<file path="config.mk">
export PLATFORM = sky130hd
export DESIGN_NAME = mem_bus_arbiter
export DESIGN_NICKNAME = d
export VERILOG_FILES = /design/src/rtl/mem_bus_pkg.sv /design/src/rtl/rr_arbiter.sv /design/src/rtl/mem_bus_arbiter.sv
export SDC_FILE = /design/constraint.sdc
export NUM_CORES = 1
export LEC_CHECK = 0
export CORE_MARGIN = 1.5
export CORE_UTILIZATION = 40
export DETAILED_ROUTE_END_ITERATION = 6
export GPL_TIMING_DRIVEN = 0
export HOLD_SLACK_MARGIN = 0.02
export PLACE_DENSITY = 0.82
export SETUP_SLACK_MARGIN = 0.2
export SLEW_MARGIN = 30
export SYNTH_ARGS = -nofsm -noshare
export SYNTH_HDL_FRONTEND = slang
export SYNTH_SLANG_ARGS = --single-unit
</file>
<file path="constraint.sdc">
create_clock -name clk -period 4.4 [get_ports clk]
set_input_delay 0.66 -clock clk [delete_from_list [all_inputs] [get_ports clk]]
set_output_delay 0.66 -clock clk [all_outputs]
set_load 0.01 [all_outputs]
</file>
<file path="src/rtl/mem_bus_pkg.sv">
// -----------------------------------------------------------------------------
// mem_bus_pkg
// Shared types and defaults for the main-memory bus arbiter.
//   state_t : arbiter sequencer states (IDLE -> ACCESS -> RESP -> IDLE)
//   op_t    : transaction type latched at grant time (OP_RD / OP_WR)
//   DEF_*   : default requester count and memory widths
// -----------------------------------------------------------------------------
package mem_bus_pkg;

    localparam int DEF_NREQ   = 4;
    localparam int DEF_AWIDTH = 9;
    localparam int DEF_DWIDTH = 32;

    typedef enum logic [1:0] {
        IDLE   = 2'd0,
        ACCESS = 2'd1,
        RESP   = 2'd2
    } state_t;

    typedef enum logic {
        OP_RD = 1'b0,
        OP_WR = 1'b1
    } op_t;

endpackage

</file>
<file path="src/rtl/rr_arbiter.sv">
// -----------------------------------------------------------------------------
// rr_arbiter
// Round-robin winner selection with a registered last-grant pointer.
//   clk, reset : clock, asynchronous active-high reset
//   i_req      : request vector (one bit per requester)
//   i_en       : load the pointer with the current winner
//   o_grant    : combinational one-hot winner (zero when no request)
//   o_any      : at least one request present
// The search begins at pointer+1 and wraps, so the most recent winner has the
// lowest priority. The pointer resets to NREQ-1, giving requester 0 first pick.
// -----------------------------------------------------------------------------
module rr_arbiter #(
    parameter int NREQ = 4
) (
    input  logic            clk,
    input  logic            reset,
    input  logic [NREQ-1:0] i_req,
    input  logic            i_en,
    output logic [NREQ-1:0] o_grant,
    output logic            o_any
);

    localparam int IW = $clog2(NREQ);

    logic [IW-1:0]   r_ptr;
    logic [IW-1:0]   w_idx;
    logic [IW-1:0]   w_win_idx;
    logic [NREQ-1:0] w_grant;
    logic            w_found;

    // NOTE: every signal assigned in always_comb gets a default first so no
    // path leaves it unassigned; otherwise synthesis infers a latch.
    always_comb begin
        w_grant   = '0;
        w_found   = 1'b0;
        w_win_idx = r_ptr;
        w_idx     = '0;
        for (int off = 1; off <= NREQ; off++) begin
            // Modulo handles NREQ values that are not a power of two.
            w_idx = IW'((int'(r_ptr) + off) % NREQ);
            if (!w_found && i_req[w_idx]) begin
                w_grant[w_idx] = 1'b1;
                w_win_idx      = w_idx;
                w_found        = 1'b1;
            end
        end
    end

    // NOTE: sequential state uses non-blocking assignments so every flop
    // samples the pre-edge values regardless of statement order.
    always_ff @(posedge clk or posedge reset) begin
        if (reset) begin
            r_ptr <= IW'(NREQ - 1);
        end else if (i_en) begin
            r_ptr <= w_win_idx;
        end
    end

    assign o_grant = w_grant;
    assign o_any   = w_found;

endmodule

</file>
<file path="src/rtl/mem_bus_arbiter.sv">
// -----------------------------------------------------------------------------
// mem_bus_arbiter
// Shares a single-port main memory among NREQ cache controllers. One
// transaction at a time: IDLE (arbitrate) -> ACCESS (one-cycle strobe) ->
// RESP (one-cycle ack, read data) -> IDLE.
//   clk, reset           : clock, asynchronous active-high reset
//   req_rd / req_wr      : per-requester level requests, held until ack
//   req_addr / req_wdata : packed per-requester address / write data
//   req_ack / req_rdata  : one-cycle ack to the serviced requester, read data
//   grant / busy         : one-hot owner (ACCESS, RESP), sequencer busy
//   rd_mem / wr_mem      : memory strobes, high for the ACCESS cycle only
//   addr_mem / mem_wdata : memory address / write data
//   mem_rdata / ready_mem: memory read data / memory idle indication
// All outputs come straight from registers.
// -----------------------------------------------------------------------------
module mem_bus_arbiter
    import mem_bus_pkg::*;
#(
    parameter int NREQ   = DEF_NREQ,
    parameter int AWIDTH = DEF_AWIDTH,
    parameter int DWIDTH = DEF_DWIDTH
) (
    input  logic                   clk,
    input  logic                   reset,
    input  logic [NREQ-1:0]        req_rd,
    input  logic [NREQ-1:0]        req_wr,
    input  logic [NREQ*AWIDTH-1:0] req_addr,
    input  logic [NREQ*DWIDTH-1:0] req_wdata,
    output logic [NREQ-1:0]        req_ack,
    output logic [DWIDTH-1:0]      req_rdata,
    output logic [NREQ-1:0]        grant,
    output logic                   busy,
    output logic                   rd_mem,
    output logic                   wr_mem,
    output logic [AWIDTH-1:0]      addr_mem,
    output logic [DWIDTH-1:0]      mem_wdata,
    input  logic [DWIDTH-1:0]      mem_rdata,
    input  logic                   ready_mem
);

    state_t              r_state;
    op_t                 r_op;
    logic [NREQ-1:0]     r_grant;
    logic [NREQ-1:0]     r_ack;
    logic [DWIDTH-1:0]   r_rdata;
    logic                r_busy;
    logic                r_rd_mem;
    logic                r_wr_mem;
    logic [AWIDTH-1:0]   r_addr;
    logic [DWIDTH-1:0]   r_wdata;

    logic [NREQ-1:0]     w_win;
    logic                w_any;
    logic                w_start;
    logic [AWIDTH-1:0]   w_sel_addr;
    logic [DWIDTH-1:0]   w_sel_wdata;
    op_t                 w_sel_op;

    // A transaction may only start from IDLE while the memory reports idle.
    assign w_start = (r_state == IDLE) && ready_mem && w_any;

    rr_arbiter #(.NREQ(NREQ)) u_rr (
        .clk     (clk),
        .reset   (reset),
        .i_req   (req_rd | req_wr),
        .i_en    (w_start),
        .o_grant (w_win),
        .o_any   (w_any)
    );

    // Route the winner's address/data; a write request takes precedence over
    // a simultaneous read from the same requester.
    always_comb begin
        w_sel_addr  = '0;
        w_sel_wdata = '0;
        w_sel_op    = OP_RD;
        for (int i = 0; i < NREQ; i++) begin
            if (w_win[i]) begin
                w_sel_addr  = req_addr[i*AWIDTH +: AWIDTH];
                w_sel_wdata = req_wdata[i*DWIDTH +: DWIDTH];
                if (req_wr[i]) w_sel_op = OP_WR;
            end
        end
    end

    always_ff @(posedge clk or posedge reset) begin
        if (reset) begin
            r_state  <= IDLE;
            r_op     <= OP_RD;
            r_grant  <= '0;
            r_ack    <= '0;
            r_rdata  <= '0;
            r_busy   <= 1'b0;
            r_rd_mem <= 1'b0;
            r_wr_mem <= 1'b0;
            r_addr   <= '0;
            r_wdata  <= '0;
        end else begin
            case (r_state)
                IDLE: begin
                    if (w_start) begin
                        r_grant  <= w_win;
                        r_addr   <= w_sel_addr;
                        r_wdata  <= w_sel_wdata;
                        r_op     <= w_sel_op;
                        r_rd_mem <= (w_sel_op == OP_RD);
                        r_wr_mem <= (w_sel_op == OP_WR);
                        r_busy   <= 1'b1;
                        r_state  <= ACCESS;
                    end
                end
                ACCESS: begin
                    r_rd_mem <= 1'b0;
                    r_wr_mem <= 1'b0;
                    // Memory read data settles during ACCESS; capture it here
                    // so it is presented alongside the ack. Writes keep the
                    // previous read value.
                    if (r_op == OP_RD) r_rdata <= mem_rdata;
                    r_ack    <= r_grant;
                    r_state  <= RESP;
                end
                RESP: begin
                    r_ack   <= '0;
                    r_grant <= '0;
                    r_busy  <= 1'b0;
                    r_state <= IDLE;
                end
                default: r_state <= IDLE;
            endcase
        end
    end

    assign req_ack   = r_ack;
    assign req_rdata = r_rdata;
    assign grant     = r_grant;
    assign busy      = r_busy;
    assign rd_mem    = r_rd_mem;
    assign wr_mem    = r_wr_mem;
    assign addr_mem  = r_addr;
    assign mem_wdata = r_wdata;

endmodule

</file>
# Word-level counts from Yosys, hierarchy flattened
# Index checks and enable logic that the tools add are counted.
word_totals:
  reg_bits: 89
  input_bits: 207
  output_inout_bits: 84
  wordCells: 109
op_classes:
  add_sub_neg: 4
  n_lt_le_gt_ge: 8
  n_eq_ne: 3
  n_mux: 55
  bitwise_logic: 6
  reduce_logical: 22
op_table:
  columns: ["operator", "n"]
  rows:
  - ["$mux 32", 4]
  - ["$mux 9", 4]
  - ["$mux 1", 23]
  - ["$mux 4", 5]
  - ["$or 4x4->4", 4]
  - ["$pmux 4 s2", 2]
  - ["$lt 2x3->1 const B", 4]
  - ["$mux 2", 5]
  - ["$reduce_and 2->1", 5]
  - ["$logic_and 1x1->1", 9]
  - ["$bmux 1 s2", 4]
  - ["$demux 1 s2", 4]
  - ["$ge 2x1->1 const B", 4]
  - ["$pmux 1 s2", 3]
  - ["$reduce_bool 2->1", 3]
  - ["$add 2x1->2 const B", 2]
  - ["$add 2x2->2 const B", 2]
  - ["$pmux 2 s2", 1]
  - ["$reduce_bool 4->1", 1]
  - ["$logic_not 1->1", 3]
  - ["$eq 2x1->1 const B", 1]
  - ["$eq 2x2->1 const B", 1]
  - ["$logic_not 2->1", 1]
  - ["$ne 2x1->1 const B", 1]
  - ["$not 1->1", 2]

# Logic depth before layout (Yosys ltp)
# Gate-level depths: netlist of the first run.
logic_depth:
  word_depth: 23
  mapped_depth: 12

# By module
# A second synthesis of the first run with hierarchy kept.
hier_totals:
  cells_unflattened: 513
  hier_area_um2: 5096.1
by_module_without_submodules:
  columns: ["module", "n_inst", "cells_each", "area_per_inst_um2"]
  rows:
  - ["mem_bus_arbiter", 1, 460, 4625.7]
  - ["rr_arbiter", 1, 53, 470.5]

# Least setup slack after synthesis of the first run
# Ideal clock, no wire load.
synth_path:
  path_type: "register to register"
  from: "register u_rr.r_ptr[0]"
  to: "register r_wdata[23] (netlist: mem_wdata[23])"
  arrival_ns: 2.952
  slack_ns: 1.320
  path_stages_with_launch: 12
  n_path_buf: 3
  path_cell_list: "dfstp_2 -> buf_2 -> inv_1 -> ha_1 -> mux4_2 -> a22o_1 -> or4_1 -> buf_6 -> buf_6 -> and3_1 -> a21oi_1 -> o21ai_1"
synth_between:
  elab_chain_cells: 17
synth_lines:
  columns: ["item", "line", "text"]
  rows:
  - ["from (decl)", "rr_arbiter.sv:25", "logic [IW-1:0] r_ptr;"]
  - ["from (signal assigned)", "rr_arbiter.sv:53", "r_ptr <= IW'(NREQ - 1);"]
  - ["from (signal assigned)", "rr_arbiter.sv:55", "r_ptr <= w_win_idx;"]
  - ["parallel branches: the longest is 17 deep, another holds $lt 2x3->1", null, null]
  - ["to (signal assigned)", "mem_bus_arbiter.sv:104", "r_wdata <= w_sel_wdata;"]
  - ["to (decl)", "mem_bus_arbiter.sv:50", "logic [DWIDTH-1:0] r_wdata;"]
# Several ways; the timed one is not identified. The select of a mux whose other input is x is not followed.
# A chain may end at the register's enable or synchronous reset.

# Worst setup path after layout of the first run
layout_path:
  from: "register u_rr.r_ptr[0]"
  to: "register r_wdata[17] (netlist: mem_wdata[17])"
# Same word-level chain as after synthesis.

==> results.md, run 1 <==
- The routed layout has 5802 vias.
- The buffer count from post-CTS setup fixing is 0.
- Counting flops with an async set or reset pin after synthesis yields a share of 100.0%.
- The die outline area is 14090 µm².
- For this run the aggregate overflow at the end of global routing stands at 0.
- The area of the mapped netlist is 5355 µm².
- The synthesized instance count is 550.
- The number of buffers between clock root and the deepest sink is 2.
- The H-tree generated during clock tree synthesis spans 3 levels.
- The floorplan has 42 rows.
- The clock-pin transition on the worst setup and hold timing paths is 70 ps.
- The total length of routed wires is 20.58 mm.
- The type of the worst min-delay path is flip-flop to flip-flop.
- In the synthesized netlist, the cells that appear most often are dfrtp_1, o21ai_0, and3_1, o21ai_1, a21oi_1.
- The number of antenna violations at the first check in global routing is 4.
- The number of hold-repair buffers added at the cts stage is 0.
- The DRC marker count from the first detailed-route iteration is 356.
- The number of hold-slack violations in the final timing report came to 0.
- In this run, post-CTS repair resized a total of 0 instances.
- The via count of the first global-routing pass came to 5895.
- For this configuration, the core starts out at a cell density of 40.76%.
- At the pin with the least slew margin, the transition time is 767.3 ps.
- The number of pins with negative max-slew slack in the final report was 0.
- The count of buffers from port buffering is 290.
- The HPWL after detailed placement is 16.00 mm.
- The number of flip-flops and latches in the synthesized netlist is 89.
- The run finished with clean final reports.
- The floorplan step set the die height to 118.7 µm.
- By area the synthesized netlist is led by dfrtp_1, mux2_2, a311oi_1.
- The most frequent cell after synthesis is dfrtp_1.
- TritonCTS built the clock tree.
- The share of synthesized area in the top cell type comes to 40.65%.
- In the routed layout, each cell is associated on average with a via count of 5.595.
- STA classifies the critical path startpoint as a flip-flop.
- In this run the cell area measured after placement is 8511 µm².
- The layout overhead on the synthesized area is 64.67%.
- In this run, synthesis inferred 0 flip-flops with an integrated enable.
- The library cell occupying the most area in the post-synthesis netlist is dfrtp_1.
- The core region is 13140 µm².
- During synthesis, Yosys emitted a total of 0 warnings.
- Averaged over all synthesized cells, the footprint is 9.737 µm².
- The critical path starts at u_rr.r_ptr[0].
- The CTS root buffer is clkbuf_16.
- The post-route setup TNS is 0 ps.
- Cells fill 67.12% of the core in the end.
- The total power draw is 6.004 mW.
- The post-detailed-route count of antenna-violating nets is 0.
- The data arrival time of the critical path is 4050 ps.
- In the global route stage, overall resource usage came out at 28.73%.
- The DRC violations left is 0.
- Among all flip-flop cells after synthesis, the most frequent one is dfrtp_1.
- The number of nets in the finished design is 1070.
- Setup violations remaining at the end of the flow were counted as 0.
- Along the worst path, the maximum fanout reaches 10.
- The critical path required time is 4610 ps.
- In this run the most critical hold path is launched from mem_wdata[29].
- Across the VDD grid, the largest voltage drop is 0.2896 mV.
- For this design, the sink count on the clock tree is 89.
- The kind of capture point of the worst setup path is a flip-flop.
- The fraction of the cycle the final worst path needs is 87.25%.
- For this design the ratio of total power to cell area is 680.8 nW/µm².
- The number of distinct library cell variants in the gate-level netlist after synthesis is 53.
- The combined flip-flop and latch cell area is 2230 µm².
- Entering global routing, the biggest net connects 52 pins.
- The proportion of synthesized chip area in sequential cells is 41.64%.
- The maximum clock frequency is 0.2605 GHz.
- The leakage component of the power is 3.506 nW.
- The placed cell count is 1017.
- The net count of the mapped netlist is 768.
- Final hold analysis gives a worst-case slack of 498.5 ps.
- In this run, CTS created clock tree buffers numbering 9.
- The area of all placed cells without fillers is 8818 µm².
- For this design the top-level I/O count stands at 291.
- The post-layout worst setup margin is 560.9 ps.
- The launching point of the worst reg2reg path is u_rr.r_ptr[0].
- Routability-driven placement finished with a final weighted congestion of 0.9500.
- The final worst clock skew is 9.843 ps.
- The routed design could run at a clock period as short as 3839 ps.
- After the flow finishes, the layout carries non-filler instances totaling 1037.
- The layout filler cell count is 1069.
- The worst slew margin relative to its limit is 48.45%.
- Setup repair after global routing left no endpoint under its margin.
- The later pin in the worst-skew pair is clocked with a latency of 340 ps.
- In this run the horizontal extent of the chip is 118.7 µm.
- The first global-routing pass estimated 31.56 mm of wire.
- Prior to clock tree synthesis, the placed netlist has a worst setup slack of 316.7 ps.
- In the final layout, the multi-input gates occupy 2809 µm².
- The count of max-cap constraint violations is 0.
- The wire length per cell after detailed routing is 19.84 µm.
- The critical path in this run is classified as flip-flop to flip-flop.
- The layout cell share with drive strength beyond 1 is 9.335%.
- The first detailed-routing pass took 5 iterations.
[flip-flops by register name, summed over array words and instances, names as in the netlist]
register and cells:
req_ack 4, rd_mem 1, u_rr.r_ptr 2, req_rdata 32
r_state 2, wr_mem 1, r_op 1, busy 1
addr_mem 9, grant 4, mem_wdata 32
[critical path, cell delays in order (launching register included)]
cell and delay, ps:
dfstp_2 580, buf_2 220, inv_1 160, ha_1 440
mux4_2 420, and2_1 230, a2111oi_4 650, clkbuf_1 420
a21boi_0 160, a311oi_1 280, o21ai_1 130
[metal layers]
metal / vias to the layer above / GRT usage (%) / share of wire, %
li1: 2691 / - / -
met1: 2736 / 33.44 / 39
met2: 313 / 50.76 / 50
met3: 62 / 4.826 / 6.3
met4: 0 / 14.83 / 4.4
met5: - / 0 / 0
[final timing paths]
kind | to | slack [ps] | depth (start not counted)
max | mem_wdata[17] | 560 | 10
max reg2reg | mem_wdata[17] | 560 | 10
min in group asynchronous | req_rdata[27] | 680 | 2
min | mem_wdata[29] | 500 | 2
max in group asynchronous | mem_wdata[19] | 3140 | 3
min reg2reg | mem_wdata[29] | 500 | 2
[cell families (layout without fill, tap and decap cells)]
kind of cell    after synthesis  after routing  synth area share [%]
simple gates                102            102                 11.64
fa+ha+maj                    12             12                 2.757
compound gates              247            247                 29.74
buf+inv                      62            369                 5.911
flops                        89             89                 41.64
mux                          37             37                 8.154
other cells                   0              4                     0
xor+xnor                      1              1                0.1636
[power by group]
group	internal (mW)	total [mW]	switching, mW
Combinational	1.79	3.76	1.97
Sequential	1.22	1.46	0.237
Clock	0.457	0.782	0.325
[final cells by class]
cell class	count	area share (%)
plain buffers	52	3.164
clock inverters	4	0.5817
inverters	10	0.4824
well taps	176	2.497
flip-flops and latches	89	25.28
clock buffers	12	2.795
multi-input cells	399	31.85
diodes	4	0.1135
repair buffers	291	33.23
[placed cells by master, fill, tap and decap left out, types with 8 or more instances in the layout]
master,instances
clkdlybuf4s50_1,290
dfrtp_1,87
o21ai_0,52
and3_1,45
o21ai_1,45
a21oi_1,44
a21boi_0,41
a311oi_1,41
clkbuf_1,34
mux2_2,33
ha_1,11
buf_6,10
nand2_1,10
inv_1,9
clkbuf_16,9
nor2_1,8
Power figures use the tool's default switching activity.
==> inputs of run 2 (changes only) <==
--- a/config.mk
+++ b/config.mk
@@ -6,13 +6,13 @@
 export NUM_CORES = 1
 export LEC_CHECK = 0
 export CORE_MARGIN = 1.5
-export CORE_UTILIZATION = 40
+export CORE_UTILIZATION = 29
 export DETAILED_ROUTE_END_ITERATION = 6
 export GPL_TIMING_DRIVEN = 0
 export HOLD_SLACK_MARGIN = 0.02
-export PLACE_DENSITY = 0.82
 export SETUP_SLACK_MARGIN = 0.2
-export SLEW_MARGIN = 30
+export SLEW_MARGIN = 40
 export SYNTH_ARGS = -nofsm -noshare
 export SYNTH_HDL_FRONTEND = slang
 export SYNTH_SLANG_ARGS = --single-unit
+export TNS_END_PERCENT = 20
==> results.md, run 2 (synthesis gave the netlist of run 1 again) <==
- The total power divided by cell area was 678.3 nW/µm² (-0.37%).
- The DRC violations left came to 0 (unchanged).
- The placed cell count came to 1070 (+5.2%).
- The floorplan core area came to 18020 µm² (+37%).
- The wire length per cell after detailed routing was 20.08 µm (+1.2%).
- The post-detailed-route count of antenna-violating nets is 0 (unchanged).
- The run finished with clean final reports.
- The number of I/O pins is 291 (unchanged).
- The remaining global-route overflow is 0 (unchanged).
- Setup repair after global routing left no endpoint under its margin.
- The number of hold-slack violations in the final timing report is 0 (unchanged).
- The number of antenna violations at the first check in global routing is 1 (-3).
- The critical path required time came to 4620 ps (about the same).
- The floorplan row count is 49 (+17%).
- The number of vias per cell after detailed routing is 5.303 (-5.2%).
- The initial cell density of the core was 29.71% (-11 points).
- The die boundary width is 138.9 µm (+17%).
- The total track usage came to 22.26% (-6.5 points).
- The total length of routed wires is 21.80 mm (+6.0%).
- The highest fanout seen on the critical path is 10 (unchanged).
- The detailed-router iteration count before antenna repair is 5 (unchanged).
- The last weighted congestion value of the routability-driven placer came to 0.8596 (-9.5%).
- The layout cell share with drive strength beyond 1 came to 9.696% (+0.36 points).
- The final worst clock skew came to 8.111 ps (-1.732 ps).
- In this run the critical register-to-register path is launched from u_rr.r_ptr[0].
- The H-tree depth came to 3 (unchanged).
- The number of resized instances in the post-cts repair step was 0 (unchanged).
- From synthesis to final layout, the design area changed by 65.89%.
- The number of buffers created by CTS was 9 (unchanged).
- The data arrival time of the critical path is 4090 ps (+40 ps).
- The library cells used most frequently in the layout, excluding fill and tap cells, are clkdlybuf4s50_1, dfrtp_1, o21ai_0, and3_1, o21ai_1.
- The number of sinks handled by clock tree synthesis came to 89 (unchanged).
- The post-route minimum period is 3864 ps (+25.38 ps).
- Leaving out fill and tap cells, the most frequent cell in the layout is clkdlybuf4s50_1.
- The startpoint of the most critical setup path is u_rr.r_ptr[0].
- The slack of the worst reg-to-reg path is 540 ps (-30 ps).
- By startpoint and endpoint, the worst setup path is classified as flip-flop to flip-flop.
- The delay contributed by the slowest stage of the critical path is 670 ps (+20 ps).
- The die outline area was 19290 µm² (+37%).
- The worst slew margin relative to its limit came to 53.94% (+5.5 points).
- The clock latency on the worst-skew pair is 350 ps (about the same).
- The fraction of the cycle the final worst path needs is 87.83% (+0.58 points).
- In this run the clock root is driven by a clkbuf_16.
- The HPWL after detailed placement is 17.05 mm (+6.6%).
- The largest net degree at the start of global routing was 54 (+3.8%).
- The wire length of the first global-routing pass was 33.71 mm (+6.8%).
- The path class of the tightest hold or removal check is flip-flop to flip-flop.
- The number of buffers between clock root and the deepest sink is 2 (unchanged).
- Traced cell by cell, the critical path runs through buf_2, inv_1, ha_1, mux4_2, and2_1, a2111oi_4, clkbuf_1, a21boi_0, a311oi_1, o21ai_1.
- The via count of the first global-routing pass was 5956 (+1.0%).
- The cell with the largest stage delay on the worst path is a2111oi_4.
- The buffer count from post-CTS setup fixing is 0 (unchanged).
- The number of nets in the finished design came to 1070 (unchanged).
- The maximum clock frequency is 0.2588 GHz (-0.66%).
- The total power draw is 6.026 mW (+0.37%).
- The worst voltage drop across the vdd grid is 0.3053 mV (+5.4%).
- The leakage component of the power is 3.503 nW (about the same).
- The kind of start point of the critical path is a flip-flop.
- The count of buffers from port buffering is 290 (unchanged).
- The clock-pin transition on the worst setup and hold timing paths is 70 ps (about the same).
- The routed via count is 5759 (-0.74%).
- The cell type group with the largest total delay on the critical path is compound AO/OA/AOI/OAI gates.
- The number of standard cells in the final layout excluding fillers is 1086 (+4.7%).
- The count of endpoints failing setup in the final report is 0 (unchanged).
- STA classifies the critical path endpoint as a flip-flop.
- The number of hold-repair buffers added at the cts stage is 0 (unchanged).
- The actual transition at the worst max-transition pin was 691.0 ps (-76.36 ps).
- The DRC marker count from the first detailed-route iteration is 174 (-51%).
- The vertical die dimension was 138.9 µm (+17%).
- The count of max-cap constraint violations is 0 (unchanged).
- The number of buffer and inverter stages on the critical path was 3 (unchanged).
- The worst hold path begins at mem_wdata[19].
- The layout filler cell count is 1699 (+59%).
- The TritonCTS clock tree is done.
- The number of pins with negative max-slew slack in the final report is 0 (unchanged).
run 2: final timing paths:
check	endpoint	depth (start not counted)
max in group asynchronous	rd_mem	3
worst min register to register	mem_wdata[19]	2
worst max-delay path	mem_wdata[1]	10
min in group asynchronous	mem_wdata[29]	2
worst max register to register	mem_wdata[1]	10
worst min-delay path	mem_wdata[19]	2
run 2: area by class of cell:
cell class | instances | area, µm² | area share (%)
Antenna cell | 1 | 2.502 | 0.02817
Buffer | 52 | 279.0 | 3.141
Clock buffer | 9 | 225.2 | 2.535
Clock inverter | 6 | 67.56 | 0.7606
Inverter | 10 | 42.54 | 0.4789
Multi-Input combinational cell | 399 | 2820 | 31.75
Sequential cell | 89 | 2230 | 25.10
Tap cell | 229 | 286.5 | 3.225
Timing Repair Buffer | 291 | 2930 | 32.99
run 2: stage by stage:
step / cell area, µm² / setup slack [ps] / hold WS, ps / TNS, ps / util [%]
final: 8884 / 535.5 / 496.1 / 0 / 49.29
after CTS: 8870 / 550.3 / 499.6 / 0 / 49.21
after floorplan: 5355 / 1320 / 519.3 / 0 / -
after detailed placement: 8577 / 255.0 / 485.5 / 0 / 47.58
after global placement: 8544 / -141.3 / 479.0 / -11840 / 47.40
after global routing: 8884 / 255.5 / 519.3 / 0 / 49.29
run 2: worst reg2reg max path: stages (launching register included):
cell,delay (ps)
dfstp_2,590
buf_2,220
inv_1,160
ha_1,460
mux4_2,430
and2_1,220
a2111oi_4,670
clkbuf_1,370
a21boi_0,150
a311oi_1,350
o21ai_1,120
run 2: routing by layer:
layer  routed length, µm  track usage [%]  up-vias  share of wire [%]
met4                 654            8.279        0                3.0
met1                8729            26.35     2731                 40
met3                1561            5.387       42                7.2
met5                   0                0        -                  0
met2               10860            39.06      294                 50
li1                    -                -     2692                  -
run 2: where the power goes:
group	leakage (nW)	internal, mW	total [mW]	switching, mW
combinational	2.27	1.79	3.79	1.99
clock	0.138	0.441	0.789	0.348
sequential	1.10	1.22	1.45	0.229
total	3.50	3.45	6.03	2.57
==> inputs of run 3 (changes only) <==
--- a/config.mk
+++ b/config.mk
@@ -6,10 +6,11 @@
 export NUM_CORES = 1
 export LEC_CHECK = 0
 export CORE_MARGIN = 1.5
-export CORE_UTILIZATION = 29
+export CORE_UTILIZATION = 35
 export DETAILED_ROUTE_END_ITERATION = 6
 export GPL_TIMING_DRIVEN = 0
 export HOLD_SLACK_MARGIN = 0.02
+export PLACE_DENSITY = 0.73
 export SETUP_SLACK_MARGIN = 0.2
 export SLEW_MARGIN = 40
 export SYNTH_ARGS = -nofsm -noshare
==> results.md, run 3 (synthesis gave the netlist of run 1 again) <==
- The kind of capture point of the worst setup path is a flip-flop.
- The number of hold-slack violations in the final timing report is 0 (unchanged).
- The DRC violations left is 0 (unchanged).
- The wire length of the first global-routing pass came to 30.85 mm (-8.5%).
- The highest fanout seen on the critical path came to 10 (unchanged).
- The worst voltage drop across the vdd grid is 0.2633 mV (-14%).
- The count of max-cap constraint violations came to 0 (unchanged).
- The routed via count came to 5717 (-0.73%).
- The number of vias per cell after detailed routing is 5.466 (+3.1%).
- The post-detailed-route count of antenna-violating nets is 0 (unchanged).
- The layout filler cell count came to 1368 (-19%).
- The number of nets in the finished design is 1070 (unchanged).
- In the layout the commonest cells are clkdlybuf4s50_1, dfrtp_1, o21ai_0, and3_1, o21ai_1.
- The area of all placed cells without fillers came to 8860 µm² (-0.27%).
- The final worst clock skew is 7.353 ps (-0.7577 ps).
- The floorplan core area is 15090 µm² (-16%).
- The number of sinks handled by clock tree synthesis is 89 (unchanged).
- The post-route setup TNS came to 0 ps (unchanged).
- The leakage component of the power came to 3.525 nW (+0.63%).
- The actual transition at the worst max-transition pin came to 935.2 ps (+244.2 ps).
- The H-tree depth is 3 (unchanged).
- The data arrival time of the critical path was 4140 ps (+50 ps).
- The worst slew margin relative to its limit came to 37.08% (-17 points).
- The DRC marker count from the first detailed-route iteration came to 380 (+120%).
- The layout cell share with drive strength beyond 1 was 9.685% (-0.011 points).
- The HPWL after detailed placement is 15.70 mm (-7.9%).
- The number of buffers between clock root and the deepest sink came to 2 (unchanged).
- The placed cell count came to 1029 (-3.8%).
- The buffer count from post-CTS setup fixing was 0 (unchanged).
- The number of buffers created by CTS was 9 (unchanged).
- The via count of the first global-routing pass came to 5589 (-6.2%).
- The signal on the critical path passes through buf_2, inv_1, ha_1, mux4_2, and2_1, a2111oi_4, clkbuf_1, a21boi_0, a311oi_1, o21ai_1.
- The die boundary width is 126.7 µm (-8.8%).
- The count of buffers from port buffering was 290 (unchanged).
- The remaining global-route overflow is 0 (unchanged).
- The number of antenna violations at the first check in global routing was 1 (unchanged).
- The post-route minimum period came to 3920 ps (+55.47 ps).
- The flow ran to the end, and the final reports show no timing, DRC or antenna violations.
- The class of the most critical setup path is flip-flop to flip-flop.
- The number of resized instances in the post-cts repair step came to 0 (unchanged).
- The utilization after layout is 58.71% (+9.4 points).
- The largest net degree at the start of global routing is 48 (-11%).
- The detailed-router iteration count before antenna repair is 5 (unchanged).
- The last weighted congestion value of the routability-driven placer came to 0.8703 (+1.2%).
- The CTS root buffer is clkbuf_16.
- TritonCTS built the clock tree.
- The number of pins with negative max-slew slack in the final report is 0 (unchanged).
- The vertical die dimension is 126.7 µm (-8.8%).
- The clock latency on the worst-skew pair came to 350 ps (about the same).
- The count of endpoints failing setup in the final report came to 0 (unchanged).
- The layout overhead on the synthesized area is 65.44%.
- The total length of routed wires is 20.43 mm (-6.3%).
- STA classifies the critical path startpoint as a flip-flop.
- The number of I/O pins was 291 (unchanged).
- The most frequent standard cell in the layout excluding fill and tap cells is clkdlybuf4s50_1.
- The type of the worst min-delay path is flip-flop to flip-flop.
- The total track usage is 25.06% (+2.8 points).
- The startpoint of the most critical setup path is u_rr.r_ptr[0].
- The floorplan row count is 45 (-8.2%).
- The critical path required time is 4620 ps (about the same).
- The launching point of the worst reg2reg path is u_rr.r_ptr[0].
- The post-detailed-placement cell area is 8518 µm² (-0.69%).
- The initial cell density of the core is 35.49% (+5.8 points).
- The fraction of the cycle the final worst path needs came to 89.09% (+1.3 points).
- For this design, the slowest cell found on the critical path is a2111oi_4.
- The worst min-delay path startpoint is addr_mem[8].
- The wire length per cell after detailed routing is 19.54 µm (-2.7%).
- The maximum clock frequency was 0.2551 GHz (-1.4%).
- The number of standard cells in the final layout excluding fillers is 1046 (-3.7%).
- The delay contributed by the slowest stage of the critical path came to 650 ps (-20 ps).
- The clock-pin transition on the worst setup and hold timing paths is 70 ps (about the same).
- The total power divided by cell area is 686.5 nW/µm² (+1.2%).
- The die outline area was 16050 µm² (-17%).
- The number of hold-repair buffers added at the cts stage was 0 (unchanged).
- Setup repair after global routing left no endpoint under its margin.
[run 3: cell types whose count changed in the layout (fill, tap and decap cells not counted)]
cell	delta
clkinvlp_4	-2
buf_12	+1
buf_16	-1
bufinv_16	+1
clkbuf_8	+1
clkinv_2	-1
clkinv_4	+1
inv_6	+1
nor4_1	+1
nor4_2	-1
[run 3: worst paths after layout]
check                                 to  slack, ps  cells past startpoint
max in group asynchronous       grant[3]       3090                      3
hold reg to reg              addr_mem[8]        500                      2
hold / removal               addr_mem[8]        500                      2
min in group asynchronous   req_rdata[1]        710                      2
setup / recovery           mem_wdata[16]        480                     10
setup reg to reg           mem_wdata[16]        480                     10
[run 3: routing by layer]
layer  vias to the layer above  track usage, %  part of all wire [%]
met5                         -               0                     0
met4                         0           10.90                   3.5
met3                        43           5.778                   8.3
met2                       300           44.26                    49
met1                      2677           29.12                    40
li1                       2697               -                     -
[run 3: cell type report]
cell class / instances / area [µm²] / share of cell area, %
Tap cell: 188 / 235.2 / 2.655
Timing Repair Buffer: 291 / 2923 / 32.99
Inverter: 10 / 42.54 / 0.4802
Clock buffer: 10 / 239.0 / 2.697
Buffer: 52 / 279.0 / 3.149
Antenna cell: 1 / 2.502 / 0.02824
Sequential cell: 89 / 2230 / 25.17
Multi-Input combinational cell: 399 / 2814 / 31.76
Clock inverter: 6 / 95.09 / 1.073
[run 3: stage by stage]
step / power [mW] / setup WS (ps) / hold WS [ps]
finish: 6.082 / 480.0 / 498.6
global placement: 5.152 / -118.9 / 477.0
detailed placement: 5.203 / 232.6 / 483.3
global route: 6.496 / 225.6 / 512.5
CTS: 6.099 / 508.4 / 500.1
floorplan: 3.590 / 1320 / 519.3
[run 3: worst max-delay path, delay by kind of cell, from the launching register on]
family          cells  cell delay, ps
compound gates      4            1320
fa+ha+maj           1             440
buf+inv             3             780
flops               1             590
mux                 1             420
simple gates        1             230
[run 3: report_power, final]
part | internal [mW] | switching [mW]
combinational | 1.79 | 1.96
clock | 0.521 | 0.359
sequential | 1.22 | 0.230
total | 3.53 | 2.55
